$ cat src/rtl/iir_y_receiver_if.sv
// iir_y_receiver_if: filter-output capture handshake plus FWFT result read port.
interface iir_y_receiver_if #(parameter int CNT_W = 3);
   logic [31:0]      y_data;
   logic             y_data_valid;
   logic             y_ack;
   logic [23:0]      data;
   logic             data_valid;
   logic             data_ready;
   logic [CNT_W-1:0] fifo_count;
   logic             busy;
   modport master (output y_data, y_data_valid, data_ready,
                   input  y_ack, data, data_valid, fifo_count, busy);
   modport slave  (input  y_data, y_data_valid, data_ready,
                   output y_ack, data, data_valid, fifo_count, busy);
endinterface

$ cat src/rtl/iir_y_receiver.sv
// iir_y_receiver: captures float32 filter samples, converts them to saturated
// signed 24-bit fixed point with a one-bit-per-cycle shifter, and queues them in a FWFT FIFO.
module iir_y_receiver #(
   parameter int FRAC_BITS = 0,
   parameter int DEPTH     = 4,
   parameter int CNT_W     = 3
) (
   input logic             i_CLK,
   input logic             i_RSTN,
   iir_y_receiver_if.slave bus
);
   localparam int AW = $clog2(DEPTH);
   typedef enum logic [2:0] {ST_IDLE, ST_DECODE, ST_SHIFT, ST_SIGN, ST_PUSH} state_t;
   state_t state, nxt;
   logic [31:0] sample;
   logic [23:0] mag, result;
   logic [4:0] cnt, cnt0;
   logic ack, cap, zero, sat, full, push, pop;
   logic signed [9:0] e;
   logic [23:0] mem [DEPTH];
   logic [AW-1:0] wr_ptr, rd_ptr;
   logic [CNT_W-1:0] count;
   assign e    = $signed({2'b00, sample[30:23]}) + 10'(FRAC_BITS - 127);
   assign cnt0 = 5'(10'sd23 - e);
   assign zero = sample[30:23] == 8'd0 || e < 0;
   assign sat  = sample[30:23] == 8'hFF || e >= 10'sd23;
   // the !ack term keeps a still-high VALID from being captured twice
   assign cap  = state == ST_IDLE && bus.y_data_valid && !ack;
   assign full = count == CNT_W'(DEPTH);
   assign push = state == ST_PUSH && !full;
   assign pop  = count != '0 && bus.data_ready;
   always_ff @(posedge i_CLK or negedge i_RSTN)
      if (!i_RSTN) state <= ST_IDLE;
      else         state <= nxt;
   always_comb begin
      nxt = state;
      case (state)
         ST_IDLE:   nxt = cap ? ST_DECODE : ST_IDLE;
         ST_DECODE: nxt = (zero || sat) ? ST_PUSH : (cnt0 != 5'd0 ? ST_SHIFT : ST_SIGN);
         ST_SHIFT:  nxt = cnt == 5'd1 ? ST_SIGN : ST_SHIFT;
         ST_SIGN:   nxt = ST_PUSH;
         ST_PUSH:   nxt = full ? ST_PUSH : ST_IDLE;
         default:   nxt = ST_IDLE;
      endcase
   end
   always_ff @(posedge i_CLK or negedge i_RSTN)
      if (!i_RSTN) begin
         ack    <= 1'b0;
         sample <= '0;
         mag    <= '0;
         cnt    <= '0;
         result <= '0;
      end else begin
         ack <= cap;
         if (cap) sample <= bus.y_data;
         if (state == ST_DECODE) begin
            mag    <= {1'b1, sample[22:0]};
            cnt    <= cnt0;
            result <= zero ? 24'd0 : sat ? (sample[31] ? 24'h800000 : 24'h7FFFFF) : result;
         end
         if (state == ST_SHIFT) begin
            mag <= mag >> 1;
            cnt <= cnt - 5'd1;
         end
         if (state == ST_SIGN) result <= sample[31] ? -mag : mag;
      end
   always_ff @(posedge i_CLK or negedge i_RSTN)
      if (!i_RSTN) begin
         wr_ptr <= '0;
         rd_ptr <= '0;
         count  <= '0;
      end else begin
         if (push) wr_ptr <= wr_ptr + AW'(1);
         if (pop)  rd_ptr <= rd_ptr + AW'(1);
         count <= count + CNT_W'(push) - CNT_W'(pop);
      end
   always_ff @(posedge i_CLK)
      if (push) mem[wr_ptr] <= result;
   assign bus.y_ack      = ack;
   assign bus.data       = count != '0 ? mem[rd_ptr] : 24'd0;
   assign bus.data_valid = count != '0;
   assign bus.fifo_count = count;
   assign bus.busy       = state != ST_IDLE;
endmodule

$ cat src/flat_wrapper.sv
// flat-port wrapper written by rule: the top's interface ports become plain ports
module iir_y_receiver_flat 
#(
   parameter int FRAC_BITS = 0,
   parameter int DEPTH     = 4,
   parameter int CNT_W     = 3
)
  (i_CLK, i_RSTN, bus_y_data, bus_y_data_valid, bus_data_ready, bus_y_ack, bus_data, bus_data_valid, bus_fifo_count, bus_busy);
  iir_y_receiver_if #(.CNT_W(CNT_W)) bus_i ();
  input logic i_CLK;
  input logic i_RSTN;
  input wire logic [$bits(bus_i.y_data)-1:0] bus_y_data;
  input wire logic [$bits(bus_i.y_data_valid)-1:0] bus_y_data_valid;
  input wire logic [$bits(bus_i.data_ready)-1:0] bus_data_ready;
  output wire logic [$bits(bus_i.y_ack)-1:0] bus_y_ack;
  output wire logic [$bits(bus_i.data)-1:0] bus_data;
  output wire logic [$bits(bus_i.data_valid)-1:0] bus_data_valid;
  output wire logic [$bits(bus_i.fifo_count)-1:0] bus_fifo_count;
  output wire logic [$bits(bus_i.busy)-1:0] bus_busy;
  assign bus_i.y_data = bus_y_data;
  assign bus_i.y_data_valid = bus_y_data_valid;
  assign bus_i.data_ready = bus_data_ready;
  assign bus_y_ack = bus_i.y_ack;
  assign bus_data = bus_i.data;
  assign bus_data_valid = bus_i.data_valid;
  assign bus_fifo_count = bus_i.fifo_count;
  assign bus_busy = bus_i.busy;
  iir_y_receiver #(.FRAC_BITS(FRAC_BITS), .DEPTH(DEPTH), .CNT_W(CNT_W)) u_core (.i_CLK(i_CLK), .i_RSTN(i_RSTN), .bus(bus_i));
endmodule
$ cat config.mk
export PLATFORM = sky130hd
export DESIGN_NAME = iir_y_receiver_flat
export DESIGN_NICKNAME = d
export VERILOG_FILES = /design/src/rtl/iir_y_receiver_if.sv /design/src/rtl/iir_y_receiver.sv /design/src/flat_wrapper.sv
export SDC_FILE = /design/constraint.sdc
export NUM_CORES = 1
export LEC_CHECK = 0
export ABC_AREA = 0
export BUFFER_PORTS_ARGS = -buffer_cell sky130_fd_sc_hd__buf_2
export CAP_MARGIN = 20
export CORE_ASPECT_RATIO = 0.5
export CORE_MARGIN = 1.5
export CORE_UTILIZATION = 50
export DETAILED_ROUTE_END_ITERATION = 12
export PLACE_DENSITY = 0.69
export SETUP_SLACK_MARGIN = 0.5
export SLEW_MARGIN = 20
export SYNTH_ARGS = -nofsm -noshare
export SYNTH_HDL_FRONTEND = slang
export SYNTH_SLANG_ARGS = --single-unit
$ cat constraint.sdc
create_clock -name i_CLK -period 2.45 [get_ports i_CLK]
set_input_delay 0.3675 -clock i_CLK [delete_from_list [all_inputs] [get_ports i_CLK]]
set_output_delay 0.3675 -clock i_CLK [all_outputs]
set_load 0.02 [all_outputs]
==> results.json <==
{
  "cap_violations": 0,
  "insertion_delay_ns": 0.43,
  "tightestPinTransition_ns": 0.388,
  "p_switching_mw": 6.05,
  "clock_skew_ns": 0.0118,
  "drv_slew": 0,
  "path_class": "reg2out",
  "clkPwrFrac_pct": 17.4,
  "p_per_area_nw_per_um2": 1450,
  "placedCellCount": 966,
  "drt_first_pass_iters": 5,
  "core_um2": 16400,
  "final_cell_count_no_fill": 1046,
  "finalSetupTns_ns": 0,
  "slew_headroom_pct": 74.2,
  "areaGrowthSynthToFinish_pct": 30.2,
  "synth_cell_types": 51,
  "synthCells": 696,
  "swShare_pct": 38.1,
  "crit_slowest_cell": "mux4_2",
  "end_kind": "primary output",
  "htreeDepth": 4,
  "cts_tree": "done",
  "clk_pin_slew_ns": 0.08,
  "synth_top_area_share_pct": 34.2,
  "drt_wl_total_um": 19000,
  "synth_ff_type": "edfxtp_1",
  "synthTopCellsByArea": "edfxtp_1, dfrtp_1, mux4_2",
  "hp-class": "in2reg",
  "final_layout_size_suffix_gt1_share_pct": 36.4,
  "worstPathRequired_ns": 2.08,
  "final_common_cell": "nand2_1",
  "path_max_fanout": 7,
  "cts_root_buffer": "clkbuf_16",
  "via_per_inst": 5.50,
  "syn-cell-area_um2": 8420,
  "synthesis.nets": 745,
  "diodes": 0,
  "synth_edf_count": 96,
  "crit_buf_inv": 3,
  "avgSynthCellArea_um2": 12.1,
  "place.gp.congestion": 0.828,
  "ant_nets": 0,
  "die-area_um2": 17700,
  "crit_arrival_ns": 1.91,
  "internal_power_mw": 9.86,
  "comb_power_share_pct": 45.9,
  "crit_family": "multiplexers",
  "antenna_found_initial": 0,
  "num-fill-cells": 1200,
  "synthArstFlopShare_pct": 50.0,
  "post-route-period-util_pct": 93.1,
  "grt_util_all_layers_pct": 21.5,
  "start_kind": "flip-flop",
  "clock.fmax_mhz": 439,
  "grt-ovfl-total": 0,
  "pwr-share-seq_pct": 36.6,
  "grt_first_pass_wirelength_um": 29000,
  "ir_drop_uv": 691,
  "grt_max_degree": 52,
  "ys_ff_latch": 192,
  "cts_buffer_depth": 2,
  "crit_top_cell": "buf_6",
  "rsz0062_at_grt": "yes",
  "utilization_pct": 66.7,
  "finalNetCount": 855,
  "synth_top_cell_by_area": "edfxtp_1",
  "grt_pass1_vias": 5305,
  "dieHeight_um": 94.8,
  "status": "finished, final reports clean",
  "dr_total_vias": 5750,
  "drc": 0,
  "worstPathCellList": "buf_6, buf_12, mux4_2, and2_4, buf_6",
  "slowest_delay_ns": 0.54,
  "fin_crit_ns": 2.28,
  "wl_per_cell_um": 18.2,
  "cts_num_sinks": 192,
  "die-width_um": 187,
  "dp_hpwl_um": 11000,
  "regToRegSetupSlack_ns": 0.27,
  "rows": 33,
  "setup_viol": 0,
  "most-common-layout-cells": "nand2_1, edfxtp_1, dfrtp_1",
  "p_leak_nw": 4.35,
  "cts_buffers": 17,
  "portBuffers": 65,
  "start_util_pct": 51.3,
  "yosys_warnings": 0,
  "ys_seq_area_share_pct": 62.7,
  "io_pins": 66,
  "hold_violations": 0,
  "drtIter0Drc": 574
}
==> power groups by stage <==
stage	registers (mW)	clock network [mW]	logic (mW)
after floorplan	5.37	0	3.95
after global placement	5.69	0	5.11
after detailed placement	5.77	0	5.17
after CTS	5.75	2.80	6.75
after global routing	5.96	2.93	7.93
final	5.83	2.77	7.31
==> synth_stat cells, drive strengths merged, types with 15 or more instances <==
library cell,n
a21oi,49
and2,29
clkbuf,33
dfrtp,96
edfxtp,96
inv,15
mux4,24
nand2,108
nor2,74
o22ai,25
xnor2,20
==> final timing paths <==
check                                              start                  endpoint  cells past startpoint
worst max-delay path                    u_core.rd_ptr[0]              bus_data[10]                      5
worst min-delay path                      bus_y_data[25]         u_core.sample[25]                      3
worst max register to register  u_core.bus.fifo_count[1]  u_core.bus.fifo_count[2]                      9
worst min register to register         u_core.sample[13]         u_core.sample[13]                      2
max in group asynchronous                         i_RSTN          u_core.result[0]                      3
min in group asynchronous                         i_RSTN         u_core.sample[27]                      2
==> kinds of logic (layout without fill, tap and decap cells) <==
kind of cell,count (synthesis),after routing,share of synthesized area (%)
AO/OA/AOI/OAI,126,126,9.34
multiplexers,28,28,6.89
buffers and inverters,59,182,2.76
XOR/XNOR,24,24,2.50
flip-flops,192,192,62.7
adder cells (fa/ha/maj),13,13,2.02
AND/OR/NAND/NOR,254,254,13.7
==> routing by layer <==
| metal | vias to the layer above | GRT usage (%) | routed length (um) |
|---|---|---|---|
| li1 | 2724 | - | - |
| met1 | 2849 | 32.8 | 9390 |
| met2 | 158 | 31.6 | 8460 |
| met3 | 19 | 3.20 | 872 |
| met4 | 0 | 7.26 | 295 |
| met5 | - | 0 | 0 |
==> stage by stage <==
stage               instance area, um^2  power (mW)  setup WS [ns]  hold slack, ns
finish                            11000        15.9          0.170           0.121
detailed placement                 9180        10.9          0.228           0.301
global route                      11000        16.8          0.102           0.116
global placement                   9180        10.8          0.306           0.292
floorplan                          8490        9.32          0.166          0.0719
CTS                               10600        15.3          0.131           0.111
==> area by class of cell <==
type                    instances  area, um^2  share of cell area [%]
well taps                     227         284                    2.59
inverters                      16        62.6                   0.571
clock inverters                15         166                    1.52
multi-input cells             445        3370                    30.7
repair buffers                134        1350                    12.3
clock buffers                  17         425                    3.88
flip-flops and latches        192        5300                    48.4
==> registers in the layout (all words and copies together) (netlist names) <==
name / flops
u_core.bus.y_ack: 1
u_core.state: 3
u_core.bus.fifo_count: 3
u_core.mag: 24
u_core.cnt: 5
u_core.sample: 32
u_core.wr_ptr: 2
u_core.result: 24
u_core.rd_ptr: 2
u_core.mem: 96
==> timing repair <==
action | in CTS | in global routing
cloned | 6 | 4
hold buffers | 1 | 0
endpoints found under the setup margin | 52 | 105
setup buffers | 22 | 15
pin swaps | 25 | 37
hold endpoints to repair | 22 | 0
resized for setup | 127 | 55
==> tightest hold or removal path, cell delays in order <==
cell and delay, ns:
buf_2 0.08, nand2_1 0.04, nand2_1 0.04
Note: power is estimated with default switching activity, not from simulation.
